===== src/rtl/cpu_pkg.sv =====
// Shared types and constants for the accumulator CPU control unit.
package cpu_pkg;

    // Instruction field positions (32-bit instruction word)
    localparam int unsigned IMM_BIT = 31;
    localparam int unsigned OPC_HI  = 30;
    localparam int unsigned OPC_LO  = 27;
    localparam int unsigned ADDR_HI = 26;
    localparam int unsigned SKIP_HI = 11;
    localparam int unsigned SKIP_LO = 10;

    typedef enum logic [3:0] {
        OpAdd   = 4'd0,
        OpHalt  = 4'd1,
        OpLoad  = 4'd2,
        OpStore = 4'd3,
        OpClear = 4'd4,
        OpSkip  = 4'd5,
        OpJump  = 4'd6,
        OpSub   = 4'd7,
        OpAnd   = 4'd8,
        OpOr    = 4'd9,
        OpNot   = 4'd10
    } opcode_e;

    // ALU function select codes
    localparam logic [2:0] AluAnd = 3'b000;
    localparam logic [2:0] AluAdd = 3'b001;
    localparam logic [2:0] AluSub = 3'b010;
    localparam logic [2:0] AluOr  = 3'b100;

    // Skip condition codes (IR[11:10])
    localparam logic [1:0] SkipNeg   = 2'b00;
    localparam logic [1:0] SkipZero  = 2'b01;
    localparam logic [1:0] SkipPos   = 2'b10;
    localparam logic [1:0] SkipNever = 2'b11;

    typedef enum logic [3:0] {
        StIdle,
        StFAddr,
        StFWait,
        StFLatch,
        StDecode,
        StMAddr,
        StMWait,
        StMLatch,
        StExec,
        StWb,
        StSt,
        StHalt
    } state_e;

    // Where DECODE goes next
    typedef enum logic [1:0] {
        ClsMem,
        ClsExec,
        ClsStore,
        ClsHalt
    } cls_e;

endpackage


===== src/rtl/cpu_decode.sv =====
// Combinational instruction decoder: classifies IR[31:27] for the sequencer.
module cpu_decode
    import cpu_pkg::*;
(
    input  logic [4:0] ir_top,
    output cls_e       cls,
    output logic [2:0] alu_sel,
    output logic       use_imm,
    output logic       is_alu,
    output logic       is_load,
    output logic       illegal
);

    logic       imm;
    logic [3:0] opc;

    assign imm     = ir_top[IMM_BIT-OPC_LO];
    assign opc     = ir_top[OPC_HI-OPC_LO:0];
    assign use_imm = imm;

    // Opcode classification; immediate ALU ops bypass the operand read
    always_comb begin
        cls     = ClsExec;
        alu_sel = AluAdd;
        is_alu  = 1'b0;
        is_load = 1'b0;
        illegal = 1'b0;
        case (opc)
            OpAdd:   begin is_alu = 1'b1; alu_sel = AluAdd; end
            OpSub:   begin is_alu = 1'b1; alu_sel = AluSub; end
            OpAnd:   begin is_alu = 1'b1; alu_sel = AluAnd; end
            OpOr:    begin is_alu = 1'b1; alu_sel = AluOr;  end
            OpLoad:  begin is_load = 1'b1; cls = ClsMem; end
            OpStore: cls = ClsStore;
            OpHalt:  cls = ClsHalt;
            OpClear, OpSkip, OpJump, OpNot: cls = ClsExec;
            default: illegal = 1'b1;
        endcase
        if (is_alu && !imm) begin
            cls = ClsMem;
        end
    end

endmodule


===== src/rtl/cpu_control_unit.sv =====
// Fetch/decode/execute sequencer for the accumulator CPU; owns PC, IR, MBR and AC.
module cpu_control_unit
    import cpu_pkg::*;
#(
    parameter int unsigned           ADDR_WIDTH = 14,
    parameter int unsigned           DATA_WIDTH = 32,
    parameter logic [DATA_WIDTH-1:0] RESET_PC   = DATA_WIDTH'(32'h100)
) (
    input  logic                  clk,
    input  logic                  rst,
    input  logic                  start,
    output logic [ADDR_WIDTH-1:0] mem_addr,
    output logic                  mem_cs,
    output logic                  mem_we,
    output logic                  mem_oe,
    output logic [DATA_WIDTH-1:0] mem_wdata,
    input  logic [DATA_WIDTH-1:0] mem_rdata,
    output logic [DATA_WIDTH-1:0] alu_a,
    output logic [DATA_WIDTH-1:0] alu_b,
    output logic [2:0]            alu_sel,
    input  logic [DATA_WIDTH-1:0] alu_out,
    output logic [DATA_WIDTH-1:0] pc,
    output logic [DATA_WIDTH-1:0] ac,
    output logic                  halted,
    output logic                  illegal_op
);

    localparam logic [DATA_WIDTH-1:0] PcStep = DATA_WIDTH'(2);

    state_e                state_q, state_d;
    logic [DATA_WIDTH-1:0] pc_q, pc_d;
    logic [DATA_WIDTH-1:0] ir_q, ir_d;
    logic [DATA_WIDTH-1:0] mbr_q, mbr_d;
    logic [DATA_WIDTH-1:0] ac_q, ac_d;

    cls_e       dec_cls;
    logic [2:0] dec_alu_sel;
    logic       dec_use_imm;
    logic       dec_is_alu;
    logic       dec_is_load;
    logic       dec_illegal;

    logic [3:0]            opc;
    logic [1:0]            skip_cond;
    logic                  skip_taken;
    logic                  ac_neg;
    logic                  ac_zero;
    logic [DATA_WIDTH-1:0] imm_val;

    cpu_decode u_decode (
        .ir_top  (ir_q[IMM_BIT:OPC_LO]),
        .cls     (dec_cls),
        .alu_sel (dec_alu_sel),
        .use_imm (dec_use_imm),
        .is_alu  (dec_is_alu),
        .is_load (dec_is_load),
        .illegal (dec_illegal)
    );

    assign opc       = ir_q[OPC_HI:OPC_LO];
    assign skip_cond = ir_q[SKIP_HI:SKIP_LO];
    // Address field doubles as zero-extended immediate and jump target
    assign imm_val   = {{(DATA_WIDTH-ADDR_HI-1){1'b0}}, ir_q[ADDR_HI:0]};
    assign ac_neg    = ac_q[DATA_WIDTH-1];
    assign ac_zero   = (ac_q == '0);

    // Signed skip condition on AC
    always_comb begin
        skip_taken = 1'b0;
        case (skip_cond)
            SkipNeg:   skip_taken = ac_neg;
            SkipZero:  skip_taken = ac_zero;
            SkipPos:   skip_taken = !ac_neg && !ac_zero;
            SkipNever: skip_taken = 1'b0;
            default:   skip_taken = 1'b0;
        endcase
    end

    // State and architectural registers
    always_ff @(posedge clk or posedge rst) begin
        if (rst) begin
            state_q <= StIdle;
            pc_q    <= RESET_PC;
            ir_q    <= '0;
            mbr_q   <= '0;
            ac_q    <= '0;
        end else begin
            state_q <= state_d;
            pc_q    <= pc_d;
            ir_q    <= ir_d;
            mbr_q   <= mbr_d;
            ac_q    <= ac_d;
        end
    end

    // Next-state and register updates
    always_comb begin
        state_d = state_q;
        pc_d    = pc_q;
        ir_d    = ir_q;
        mbr_d   = mbr_q;
        ac_d    = ac_q;
        unique case (state_q)
            StIdle:   if (start) state_d = StFAddr;
            StFAddr:  state_d = StFWait;
            StFWait:  state_d = StFLatch;
            StFLatch: begin
                ir_d    = mem_rdata;
                pc_d    = pc_q + PcStep;
                state_d = StDecode;
            end
            StDecode: begin
                case (dec_cls)
                    ClsMem:   state_d = StMAddr;
                    ClsStore: state_d = StSt;
                    ClsHalt:  state_d = StHalt;
                    default:  state_d = StExec;
                endcase
            end
            StMAddr:  state_d = StMWait;
            StMWait:  state_d = StMLatch;
            StMLatch: begin
                mbr_d   = mem_rdata;
                state_d = dec_is_load ? StWb : StExec;
            end
            StExec: begin
                state_d = StFAddr;
                if (dec_is_alu) begin
                    state_d = StWb;
                end else begin
                    // Single-cycle register ops; undefined opcodes fall through as NOPs
                    case (opc)
                        OpClear: ac_d = '0;
                        OpNot:   ac_d = ~ac_q;
                        OpJump:  pc_d = imm_val;
                        OpSkip:  if (skip_taken) pc_d = pc_q + PcStep;
                        default: ;
                    endcase
                end
            end
            StWb: begin
                ac_d    = dec_is_load ? mbr_q : alu_out;
                state_d = StFAddr;
            end
            StSt:     state_d = StFAddr;
            StHalt:   state_d = StHalt;
            default:  state_d = StIdle;
        endcase
    end

    // Memory and ALU drive decoded from the current state
    always_comb begin
        mem_cs   = 1'b0;
        mem_we   = 1'b0;
        mem_oe   = 1'b0;
        mem_addr = '0;
        alu_sel  = AluAdd;
        unique case (state_q)
            StFAddr, StFWait, StFLatch: begin
                mem_cs   = 1'b1;
                mem_oe   = 1'b1;
                mem_addr = pc_q[ADDR_WIDTH-1:0];
            end
            StMAddr, StMWait, StMLatch: begin
                mem_cs   = 1'b1;
                mem_oe   = 1'b1;
                mem_addr = ir_q[ADDR_WIDTH-1:0];
            end
            StSt: begin
                mem_cs   = 1'b1;
                mem_we   = 1'b1;
                mem_addr = ir_q[ADDR_WIDTH-1:0];
            end
            // ALU result is combinational, so the select is held through WB
            StExec, StWb: alu_sel = dec_alu_sel;
            default: ;
        endcase
    end

    assign mem_wdata  = ac_q;
    assign alu_a      = ac_q;
    assign alu_b      = dec_use_imm ? imm_val : mbr_q;
    assign pc         = pc_q;
    assign ac         = ac_q;
    assign halted     = (state_q == StHalt);
    assign illegal_op = (state_q == StDecode) && dec_illegal;

endmodule

===== config.mk =====
export PLATFORM = sky130hd
export DESIGN_NAME = cpu_control_unit
export DESIGN_NICKNAME = d
export VERILOG_FILES = /design/src/rtl/cpu_pkg.sv /design/src/rtl/cpu_decode.sv /design/src/rtl/cpu_control_unit.sv
export SDC_FILE = /design/constraint.sdc
export NUM_CORES = 1
export LEC_CHECK = 0
export CORE_ASPECT_RATIO = 1.1
export CORE_MARGIN = 1.5
export CORE_UTILIZATION = 30
export CTS_BUF_LIST = sky130_fd_sc_hd__clkbuf_8
export DETAILED_ROUTE_END_ITERATION = 7
export GPL_TIMING_DRIVEN = 0
export PLACE_DENSITY_LB_ADDON = 0.25
export RECOVER_POWER = 100
export SLEW_MARGIN = 10
export SYNTH_ARGS = -nofsm -noshare
export SYNTH_HDL_FRONTEND = slang
export SYNTH_SLANG_ARGS = --single-unit
export TNS_END_PERCENT = 20

===== constraint.sdc =====
create_clock -name clk -period 4.15 [get_ports clk]
set_input_delay 0.83 -clock clk [delete_from_list [all_inputs] [get_ports clk]]
set_output_delay 0.83 -clock clk [all_outputs]
set_load 0.05 [all_outputs]

==> tab_implementation.tex, run 1 <==
\begin{tabular}{lr}
\hline
Metric & Value \\
\hline
\multicolumn{2}{l}{\textbf{Run status}} \\
Status & finished with violations \\
Failing checks & max-capacitance violations, max-slew violations \\
\multicolumn{2}{l}{\textbf{Clock tree}} \\
H-tree depth & 4 \\
CTS tree & built \\
Maximum number of buffers from clock root to sink & 2 \\
CTS Hold Bufs & 0 \\
Root Buffer & sky130\_fd\_sc\_hd\_\_clkbuf\_8 \\
Clock slew at the register clock pins of the worst setup and hold paths & 0.08 ns \\
Number of buffers created by CTS & 17 \\
Sink count of the clock tree & between 100 and 150 \\
Insertion delay to the later sink of the worst-skew pair & 0.45 ns \\
\multicolumn{2}{l}{\textbf{Die}} \\
Die height & approximately 170 um \\
Count of pins on the block boundary & 249 \\
Full die area & 0.0265 mm2 \\
Starting density of the core & 30.4\% \\
Floorplan Core Area & 0.0252 mm2 \\
Site row count & between 60 and 70 \\
Horizontal die dimension & 155 um \\
\multicolumn{2}{l}{\textbf{Final layout}} \\
Area growth from synthesis to layout & 43.6\% \\
Share of layout cells above drive strength 1 & 19.1\% \\
Nets & about 1,100 \\
Fill cell instance count of the final layout & approximately 2,500 \\
Design area & 0.0110 mm2 \\
Area of all sequential standard cells & 0.00330 mm2 \\
Combined area of the multi-input logic cells & 0.00360 mm2 \\
\multicolumn{2}{l}{\textbf{Setup path}} \\
Category of cells accounting for the largest share of critical-path delay & buffers and inverters \\
Worst Path Max Fanout & 10 \\
Worst stage delay on the critical path & 0.88 ns \\
Critical Path Sink Type & primary output \\
Cell repeated most along the worst path & sky130\_fd\_sc\_hd\_\_clkbuf\_1 \\
Worst Path Buf+Inv & 3 \\
Data arrival at the endpoint of the critical path & around 3.1 ns \\
CP max-delay cell & sky130\_fd\_sc\_hd\_\_dlygate4sd3\_1 \\
Kind of critical path & reg2out \\
Critical Path Start Type & register \\
Critical register-to-register path startpoint & state\_q[0]\$\_DFFE\_PP0P\_ \\
Cell-by-cell listing of the critical path & clkbuf\_1 > nor3\_2 > clkbuf\_1 > a22o\_1 > dlygate4sd3\_1 \\
Required time reported for the critical path endpoint & 3.32 ns \\
Worst setup path startpoint & state\_q[2]\$\_DFFE\_PP0P\_ \\
\multicolumn{2}{l}{\textbf{Logic synthesis}} \\
FF+latch count, synth & 132 \\
Most common cell in the synthesized netlist & sky130\_fd\_sc\_hd\_\_dfrtp\_1 \\
Distinct cells, synth & 53 \\
Yosys top cell area share & 42.8\% \\
Cell type with the highest aggregate area in the netlist & sky130\_fd\_sc\_hd\_\_dfrtp\_1 \\
Synth Area per Inst & 9.90 um2 \\
Cell types with the largest area share after synthesis & sky130\_fd\_sc\_hd\_\_dfrtp\_1 (43\%), sky130\_fd\_sc\_hd\_\_mux2\_2 (13\%), sky130\_fd\_sc\_hd\_\_buf\_4 (6.4\%) \\
Post-synth ARST share & 100\% \\
Synthesized instance count & 774 \\
Prevailing post-synth register cell & sky130\_fd\_sc\_hd\_\_dfrtp\_1 \\
Number of enable flip-flop cells after synthesis & 0 \\
Post-synth top cells & sky130\_fd\_sc\_hd\_\_dfrtp\_1 (131), sky130\_fd\_sc\_hd\_\_mux2\_2 (90), sky130\_fd\_sc\_hd\_\_nand2\_1 (78) \\
Post-Synthesis Cell Area & 0.00766 mm2 \\
Number of warnings issued by yosys & 0 \\
Portion of the post-synthesis area used by sequential elements & $\sim$43\% \\
Syn Nets & 844 \\
\multicolumn{2}{l}{\textbf{Drt}} \\
Number of vias in the routed layout & 7,048 \\
Mean number of vias per cell & 5.13 \\
DRC violation count after routing & 0 \\
WL/cell & 19.9 um \\
Remaining number of nets flagged by the antenna check after routing & 0 \\
DRC marker count from the first detailed-route iteration & 423 \\
Number of optimization iterations in the first detailed-route pass & 6 \\
Total routed wirelength & $\sim$27 mm \\
\multicolumn{2}{l}{\textbf{Place}} \\
Cell area after placement & 0.0106 mm2 \\
Detailed Place HPWL & 21.1 mm \\
Port Buf Inserts & 248 \\
Weighted congestion at the end of routability-driven global placement & roughly 0.91 \\
\multicolumn{2}{l}{\textbf{Timing}} \\
Transition time at the pin with the least slew margin & 1.94 ns \\
Post-Route Setup TNS & 0 ns \\
Number of hold violations in the final report & 0 \\
Count of final setup violators & 0 \\
RSZ-0062 raised after global routing & false \\
FMAX & 252 MHz \\
Post-route clock skew & 0.0122 ns \\
Post-route minimum period & between 3 and 4 ns \\
Final worst-path cycle share & a little over nine tenths \\
Final Slew Violations & 36 \\
Relative max-transition margin & -29.5\% \\
\multicolumn{2}{l}{\textbf{GRT}} \\
Total overflow reported by the global router & 0 \\
GRT Overall Usage & approximately a fifth \\
Wire length of the first global-routing pass & $\sim$41 mm \\
Maximum number of pins on one net before global-route repair & 36 \\
Vias in the first global route & 6,737 \\
Antenna violations before repair & 1 \\
\multicolumn{2}{l}{\textbf{Min path}} \\
Min-delay worst type & reg2reg \\
Startpoint of the worst hold path & mbr\_q[28]\$\_DFFE\_PP0P\_ \\
\multicolumn{2}{l}{\textbf{Flow run}} \\
Number of max-cap violations & 1 \\
\hline
\end{tabular}
kinds of logic after synthesis:
family	synth area share, %
multiplexers	17.5
AND/OR/NAND/NOR	12.5
buffers and inverters	9.67
AO/OA/AOI/OAI	16.5
adder cells (fa/ha/maj)	0.490
XOR/XNOR	0.114
flip-flops	43.1
stage by stage:
stage | setup WS (ns) | utilization, % | hold slack (ns) | std cells
after global routing | 0.0328 | 43.7 | 0.554 | 1374
after CTS | 0.0481 | 44.1 | 0.530 | 1373
final | 0.180 | 43.7 | 0.530 | 1374
after detailed placement | 0.408 | 42.2 | 0.514 | 1341
after floorplan | 0.869 | - | 0.474 | 774
after global placement | 0.247 | 41.8 | 0.508 | 1337
layout make-up:
class	count	share of cell area [%]
Antenna cell	1	0.0227
Buffer	118	6.33
Clock buffer	18	2.25
Clock inverter	14	2.02
Inverter	5	0.182
Multi-Input combinational cell	519	32.7
Sequential cell	132	30.0
Tap cell	315	3.58
Timing Repair Buffer	252	22.8
placed cells by master, fill, tap and decap left out, drive strengths merged, types with 32 or more instances in the layout:
master,n
a21oi,56
buf,74
clkbuf,67
clkdlybuf4s50,66
dfrtp,131
dlygate4sd3,180
mux2,90
mux2i,33
nand2,78
o21ai,62
o22a,32
worst paths after layout:
check / end / slack [ns] / depth (start not counted)
setup / recovery: mem_addr[8] / 0.18 / 5
hold / removal: mbr_q[28]$_DFFE_PP0P_ / 0.53 / 1
setup reg to reg: pc[9]$_DFFE_PP0P_ / 1.01 / 8
hold reg to reg: mbr_q[28]$_DFFE_PP0P_ / 0.53 / 1
max in group asynchronous: mbr_q[11]$_DFFE_PP0P_ / 0.84 / 5
min in group asynchronous: mbr_q[21]$_DFFE_PP0P_ / 0.83 / 2
registers in the layout (all words and copies together) (netlist names):
signal   flops
ir_q        32
mbr_q       32
ac          32
state_q      4
pc          32
layer usage:
metal	global-route usage, %	part of all wire [%]	vias up
met5	0	0	-
met4	7.29	2.2	0
met3	4.00	5.5	33
met2	34.6	50	261
met1	26.2	43	3450
li1	-	-	3304
worst reg2reg max path, stage by stage (launching register included):
cell                       delay, ns
sky130_fd_sc_hd__dfrtp_1        0.33
sky130_fd_sc_hd__buf_2          0.21
sky130_fd_sc_hd__nand2_1        0.08
sky130_fd_sc_hd__nor3_1         0.84
sky130_fd_sc_hd__o21bai_1       0.26
sky130_fd_sc_hd__o211a_2        0.24
sky130_fd_sc_hd__clkbuf_1       0.44
sky130_fd_sc_hd__clkbuf_1       0.46
sky130_fd_sc_hd__a21oi_1        0.14
what timing repair did:
action / 4_1_cts / 5_1_grt
setup buffers: 0 / 0
gates resized for setup: 1 / 3
setup endpoints to repair: 10 / 10
Power of run 1 is left out: the tool's default activity adds up to more than one toggle a clock period on the data nets, which glitch-free logic cannot reach.
==> inputs of run 2 (changes only) <==
--- a/config.mk
+++ b/config.mk
@@ -5,14 +5,14 @@
 export SDC_FILE = /design/constraint.sdc
 export NUM_CORES = 1
 export LEC_CHECK = 0
-export CORE_ASPECT_RATIO = 1.1
+export CORE_ASPECT_RATIO = 1.75
 export CORE_MARGIN = 1.5
 export CORE_UTILIZATION = 30
 export CTS_BUF_LIST = sky130_fd_sc_hd__clkbuf_8
 export DETAILED_ROUTE_END_ITERATION = 7
 export GPL_TIMING_DRIVEN = 0
-export PLACE_DENSITY_LB_ADDON = 0.25
 export RECOVER_POWER = 100
+export SKIP_CTS_REPAIR_TIMING = 1
 export SLEW_MARGIN = 10
 export SYNTH_ARGS = -nofsm -noshare
 export SYNTH_HDL_FRONTEND = slang
==> tab_implementation.tex, run 2 (synthesis results as in run 1) <==
\begin{tabular}{lr}
\hline
Metric & Value \\
\hline
\multicolumn{2}{l}{\textbf{Run status}} \\
Status & finished with violations \\
Failing checks & max-capacitance violations, max-slew violations \\
\multicolumn{2}{l}{\textbf{Drt}} \\
Remaining number of nets flagged by the antenna check after routing & 0 (unchanged) \\
Number of optimization iterations in the first detailed-route pass & 4 (-2) \\
DRC marker count from the first detailed-route iteration & 343 (-19\%) \\
DRC violation count after routing & 0 (unchanged) \\
Mean number of vias per cell & 5.05 (-1.6\%) \\
Number of vias in the routed layout & 6,938 (-1.6\%) \\
WL/cell & 20.0 um (+0.33\%) \\
Total routed wirelength & 27.4 mm (+0.33\%) \\
\multicolumn{2}{l}{\textbf{Setup path}} \\
Worst stage delay on the critical path & 0.82 ns (-0.06 ns) \\
Logic depth of the worst path, buffers included & 6 (+1) \\
Data arrival at the endpoint of the critical path & 3.15 ns (about the same) \\
Depth of the worst register-to-register path & 9 (+1) \\
Kind of critical path & reg2out \\
Category of cells accounting for the largest share of critical-path delay & buffers and inverters \\
CP max-delay cell & sky130\_fd\_sc\_hd\_\_clkdlybuf4s50\_1 \\
Cell-by-cell listing of the critical path & clkbuf\_1 > nor2\_4 > nor3\_2 > clkbuf\_2 > a22o\_1 > clkdlybuf4s50\_1 \\
Critical Path Start Type & register \\
Required time reported for the critical path endpoint & 3.32 ns (about the same) \\
Worst R2R Setup Slack & 0.79 ns (-0.22 ns) \\
Critical register-to-register path startpoint & state\_q[0]\$\_DFFE\_PP0P\_ \\
Critical Path Sink Type & primary output \\
Worst Path Max Fanout & 10 (unchanged) \\
Worst reg2reg path endpoint & pc[21]\$\_DFFE\_PP0P\_ \\
Worst Path Buf+Inv & 3 (unchanged) \\
Worst setup path startpoint & state\_q[0]\$\_DFFE\_PP0P\_ \\
Capture point of the critical path & mem\_addr[7] \\
\multicolumn{2}{l}{\textbf{GRT}} \\
Wire length of the first global-routing pass & 41.2 mm (+1.0\%) \\
Antenna violations before repair & 2 (+1) \\
GRT Overall Usage & 20.9\% (+0.36 points) \\
Vias in the first global route & 6,987 (+3.7\%) \\
Total overflow reported by the global router & 0 (unchanged) \\
Maximum number of pins on one net before global-route repair & 37 (+2.8\%) \\
\multicolumn{2}{l}{\textbf{Timing}} \\
Post-route clock skew & 0.0173 ns (+0.00510 ns) \\
Count of final setup violators & 0 (unchanged) \\
FMAX & 251 MHz (-0.27\%) \\
Transition time at the pin with the least slew margin & 1.98 ns (+0.0324 ns) \\
Final worst-path cycle share & 95.9\% (+0.26 points) \\
Relative max-transition margin & -31.7\% (-2.2 points) \\
Number of hold violations in the final report & 0 (unchanged) \\
Post-route minimum period & 3.98 ns (+0.0108 ns) \\
Final Slew Violations & 69 (+92\%) \\
RSZ-0062 raised after global routing & false \\
\multicolumn{2}{l}{\textbf{Final layout}} \\
Share of layout cells above drive strength 1 & 19.2\% (+0.13 points) \\
Most frequent cells in the layout & sky130\_fd\_sc\_hd\_\_dlygate4sd3\_1 (181), sky130\_fd\_sc\_hd\_\_dfrtp\_1 (131), sky130\_fd\_sc\_hd\_\_mux2\_2 (90), sky130\_fd\_sc\_hd\_\_nand2\_1 (78), sky130\_fd\_sc\_hd\_\_clkdlybuf4s50\_1 (67) \\
Area growth from synthesis to layout & 42.3\% \\
Nets & 1,114 (-0.090\%) \\
Commonest non-fill, non-tap cell in the layout & sky130\_fd\_sc\_hd\_\_dlygate4sd3\_1 \\
Design area & 0.0109 mm2 (-0.93\%) \\
\multicolumn{2}{l}{\textbf{Die}} \\
Starting density of the core & 30.5\% (+0.050 points) \\
Floorplan Core Area & 0.0251 mm2 (-0.16\%) \\
Count of pins on the block boundary & 249 (unchanged) \\
Site row count & 77 (+26\%) \\
Horizontal die dimension & 124 um (-20\%) \\
Die height & 214 um (+26\%) \\
Full die area & 0.0265 mm2 (+0.14\%) \\
\multicolumn{2}{l}{\textbf{Clock tree}} \\
Sink count of the clock tree & 132 (unchanged) \\
H-tree depth & 4 (unchanged) \\
Number of buffers created by CTS & 17 (unchanged) \\
Root Buffer & sky130\_fd\_sc\_hd\_\_clkbuf\_8 \\
Maximum number of buffers from clock root to sink & 2 (unchanged) \\
Clock slew at the register clock pins of the worst setup and hold paths & 0.09 ns (about the same) \\
Insertion delay to the later sink of the worst-skew pair & 0.46 ns (about the same) \\
CTS tree & built \\
\multicolumn{2}{l}{\textbf{Min path}} \\
Startpoint of the worst hold path & mbr\_q[30]\$\_DFFE\_PP0P\_ \\
Min-delay worst type & reg2reg \\
\multicolumn{2}{l}{\textbf{Place}} \\
Cell area after placement & 0.0106 mm2 (about the same) \\
Detailed Place HPWL & 21.9 mm (+4.0\%) \\
Weighted congestion at the end of routability-driven global placement & 0.926 (+1.4\%) \\
Port Buf Inserts & 248 (unchanged) \\
\multicolumn{2}{l}{\textbf{Flow run}} \\
Number of max-cap violations & 2 (+1) \\
\hline
\end{tabular}
==> run 2: changes by cell type in the layout (fill, tap and decap cells not counted), moves of 2 or more <==
cell | before | now
sky130_fd_sc_hd__clkbuf_1 | 47 | 43
sky130_fd_sc_hd__inv_6 | 4 | 1
sky130_fd_sc_hd__clkbuf_2 | 2 | 4
sky130_fd_sc_hd__clkinv_2 | 1 | 4
sky130_fd_sc_hd__clkinvlp_4 | 2 | 5
sky130_fd_sc_hd__buf_2 | 4 | 6
sky130_fd_sc_hd__bufinv_16 | 5 | 2
==> run 2: worst reg2reg max path: stages, from the launching register on <==
cell                       delay [ns]
sky130_fd_sc_hd__dfrtp_1         0.32
sky130_fd_sc_hd__clkbuf_1        0.36
sky130_fd_sc_hd__nand2_1         0.11
sky130_fd_sc_hd__nor3_1          0.82
sky130_fd_sc_hd__o21bai_1        0.25
sky130_fd_sc_hd__o211a_2         0.22
sky130_fd_sc_hd__clkbuf_1        0.41
sky130_fd_sc_hd__clkbuf_1        0.48
sky130_fd_sc_hd__a21oi_1         0.13
sky130_fd_sc_hd__a21oi_1         0.18
==> run 2: worst min path at each step <==
stage                                  endpoint  slack [ns]  cells after the start
final                     mbr_q[30]$_DFFE_PP0P_        0.53                      1
after global routing      mbr_q[25]$_DFFE_PP0P_        0.56                      1
after CTS                 mbr_q[30]$_DFFE_PP0P_        0.53                      1
after detailed placement  mbr_q[30]$_DFFE_PP0P_        0.51                      1
after global placement    mbr_q[30]$_DFFE_PP0P_        0.50                      1
after floorplan               pc[0]$_DFFE_PP0P_        0.47                      2
==> run 2: through the flow <==
| step | hold slack [ns] | cells | worst slack, ns | setup TNS [ns] | util [%] |
|---|---|---|---|---|---|
| floorplan | 0.474 | 774 | 0.869 | 0 | - |
| global placement | 0.503 | 1338 | 0.292 | 0 | 41.9 |
| detailed placement | 0.513 | 1342 | 0.227 | 0 | 42.2 |
| CTS | 0.533 | 1373 | -0.274 | -2.15 | 43.8 |
| global route | 0.564 | 1374 | 0.0538 | 0 | 43.3 |
| finish | 0.528 | 1374 | 0.169 | 0 | 43.3 |
==> run 2: routing by layer <==
layer / track usage [%] / vias to the layer above / share of wire (%)
met5: 0 / - / 0
met4: 9.39 / 0 / 3.6
li1: - / 3302 / -
met1: 22.4 / 3357 / 36
met2: 39.3 / 228 / 56
met3: 2.74 / 51 / 4.1
==> run 2: cell type report <==
type | instances | area [um2]
antenna | 2 | 5.00
buffer | 117 | 689
clock buffer | 18 | 248
clock inverter | 13 | 135
fill | 2436 | 14200
inverter | 5 | 20.0
multi-input combinational | 519 | 3600
sequential | 132 | 3300
tap | 316 | 395
timing repair buffer | 252 | 2500
Power of run 2 is left out for the same reason.
==> inputs of run 3 (changes only) <==
--- a/config.mk
+++ b/config.mk
@@ -6,7 +6,7 @@
 export NUM_CORES = 1
 export LEC_CHECK = 0
 export CORE_ASPECT_RATIO = 1.75
-export CORE_MARGIN = 1.5
+export CORE_MARGIN = 2
 export CORE_UTILIZATION = 30
 export CTS_BUF_LIST = sky130_fd_sc_hd__clkbuf_8
 export DETAILED_ROUTE_END_ITERATION = 7
==> tab_implementation.tex, run 3 (synthesis results as in run 1) <==
\begin{tabular}{lr}
\hline
Metric & Value \\
\hline
\multicolumn{2}{l}{\textbf{Run status}} \\
Status & finished with violations \\
Failing checks & max-capacitance violations, max-slew violations \\
\multicolumn{2}{l}{\textbf{Timing}} \\
Post-route clock skew & 0.0178 ns (+0.000515 ns) \\
Worst hold slack & 0.526 ns (-0.00176 ns) \\
Final worst-path cycle share & 93.7\% (-2.3 points) \\
Number of hold violations in the final report & 0 (unchanged) \\
Count of final setup violators & 0 (unchanged) \\
FMAX & 257 MHz (+2.4\%) \\
Post-Route Setup TNS & 0 ns (unchanged) \\
Relative max-transition margin & -7.33\% (+24 points) \\
Final Slew Violations & 57 (-17\%) \\
Post-route minimum period & 3.89 ns (-0.0942 ns) \\
Transition time at the pin with the least slew margin & 1.61 ns (-0.365 ns) \\
Final setup slack of the worst path & 0.263 ns (+0.0942 ns) \\
RSZ-0062 raised after global routing & false \\
\multicolumn{2}{l}{\textbf{Place}} \\
Placed instance count & 1,342 (unchanged) \\
Minimum setup slack after placement & 0.313 ns (+0.0864 ns) \\
Weighted congestion at the end of routability-driven global placement & 0.907 (-2.0\%) \\
Port Buf Inserts & 248 (unchanged) \\
Detailed Place HPWL & 22.3 mm (+2.0\%) \\
\multicolumn{2}{l}{\textbf{GRT}} \\
Total overflow reported by the global router & 0 (unchanged) \\
Antenna violations before repair & 1 (-1) \\
Vias in the first global route & 7,117 (+1.9\%) \\
Wire length of the first global-routing pass & 42.5 mm (+3.3\%) \\
Maximum number of pins on one net before global-route repair & 35 (-5.4\%) \\
GRT Overall Usage & 20.6\% (-0.32 points) \\
\multicolumn{2}{l}{\textbf{Die}} \\
Horizontal die dimension & 125 um (+0.81\%) \\
Count of pins on the block boundary & 249 (unchanged) \\
Site row count & 77 (unchanged) \\
Die height & 215 um (+0.47\%) \\
Starting density of the core & 30.5\% (unchanged) \\
Floorplan Core Area & 0.0251 mm2 (unchanged) \\
Full die area & 0.0269 mm2 (+1.3\%) \\
\multicolumn{2}{l}{\textbf{Clock tree}} \\
Insertion delay to the later sink of the worst-skew pair & 0.47 ns (about the same) \\
Maximum number of buffers from clock root to sink & 2 (unchanged) \\
H-tree depth & 4 (unchanged) \\
Clock slew at the register clock pins of the worst setup and hold paths & 0.09 ns (about the same) \\
Number of buffers created by CTS & 17 (unchanged) \\
Sink count of the clock tree & 132 (unchanged) \\
Root Buffer & sky130\_fd\_sc\_hd\_\_clkbuf\_8 \\
CTS tree & built \\
\multicolumn{2}{l}{\textbf{Min path}} \\
Worst hold path depth & 1 (unchanged) \\
Min-delay worst type & reg2reg \\
\multicolumn{2}{l}{\textbf{Final layout}} \\
Commonest non-fill, non-tap cell in the layout & sky130\_fd\_sc\_hd\_\_dlygate4sd3\_1 \\
Most frequent cells in the layout & sky130\_fd\_sc\_hd\_\_dlygate4sd3\_1 (181), sky130\_fd\_sc\_hd\_\_dfrtp\_1 (131), sky130\_fd\_sc\_hd\_\_mux2\_2 (90), sky130\_fd\_sc\_hd\_\_nand2\_1 (78), sky130\_fd\_sc\_hd\_\_clkdlybuf4s50\_1 (67) \\
Share of layout cells above drive strength 1 & 19.1\% (-0.11 points) \\
Final non-filler cell total & 1,374 (unchanged) \\
Nets & 1,114 (unchanged) \\
Area growth from synthesis to layout & 42.3\% (about the same) \\
Fill cell instance count of the final layout & 2,493 (+2.3\%) \\
\multicolumn{2}{l}{\textbf{Setup path}} \\
Data arrival at the endpoint of the critical path & 3.06 ns (-0.09 ns) \\
Required time reported for the critical path endpoint & 3.32 ns (about the same) \\
Critical Path Sink Type & primary output \\
Critical Path Start Type & register \\
Depth of the worst register-to-register path & 7 (-2) \\
Kind of critical path & reg2out \\
Worst Path Max Fanout & 14 (+4) \\
\multicolumn{2}{l}{\textbf{Drt}} \\
Number of optimization iterations in the first detailed-route pass & 6 (+2) \\
DRC marker count from the first detailed-route iteration & 349 (+1.7\%) \\
Remaining number of nets flagged by the antenna check after routing & 0 (unchanged) \\
WL/cell & 20.2 um (+1.4\%) \\
Mean number of vias per cell & 5.13 (+1.6\%) \\
Total routed wirelength & 27.8 mm (+1.4\%) \\
Number of vias in the routed layout & 7,049 (+1.6\%) \\
DRC violation count after routing & 0 (unchanged) \\
\multicolumn{2}{l}{\textbf{Flow run}} \\
Number of max-cap violations & 2 (unchanged) \\
\hline
\end{tabular}
## run 3: critical path, cell delays in order, from the launching register on
cell,delay [ns]
sky130_fd_sc_hd__dfrtp_1,0.42
sky130_fd_sc_hd__and2b_1,0.33
sky130_fd_sc_hd__nand2_1,0.12
sky130_fd_sc_hd__nor2_1,0.15
sky130_fd_sc_hd__a21o_1,0.44
sky130_fd_sc_hd__a22o_1,0.25
sky130_fd_sc_hd__dlygate4sd3_1,0.88
## run 3: final cells by class
cell class	instances	area (um2)	area share (%)
Multi-Input combinational cell	519	3600	33.1
Antenna cell	1	2.50	0.0230
Clock inverter	15	134	1.23
Timing Repair Buffer	252	2510	23.1
Inverter	5	20.0	0.184
Clock buffer	17	234	2.15
Sequential cell	132	3300	30.3
Tap cell	316	395	3.63
Buffer	117	688	6.32
## run 3: stage by stage
| step | area (um2) | util (%) |
|---|---|---|
| detailed placement | 10600 | 42.2 |
| CTS | 11000 | 43.7 |
| floorplan | 7660 | - |
| global placement | 10500 | 41.9 |
| global route | 10900 | 43.3 |
| finish | 10900 | 43.3 |
## run 3: routing by layer
metal | vias to the layer above | GRT usage (%) | routed length [um]
met5 | - | 0 | 0
met4 | 0 | 10.4 | 1240
met3 | 52 | 2.68 | 978
met2 | 233 | 39.2 | 15400
met1 | 3465 | 21.9 | 10200
li1 | 3299 | - | -
## run 3: worst paths after layout
path	startpoint	endpoint	slack [ns]
max	state_q[2]$_DFFE_PP0P_	mem_addr[13]	0.26
min	mbr_q[30]$_DFFE_PP0P_	mbr_q[30]$_DFFE_PP0P_	0.53
max reg2reg	ac[20]$_DFFE_PP0P_	pc[3]$_DFFE_PP0P_	0.91
min reg2reg	mbr_q[30]$_DFFE_PP0P_	mbr_q[30]$_DFFE_PP0P_	0.53
max in group asynchronous	rst	pc[27]$_DFFE_PP0P_	0.53
min in group asynchronous	rst	mbr_q[0]$_DFFE_PP0P_	1.04
Power of run 3 is left out for the same reason.
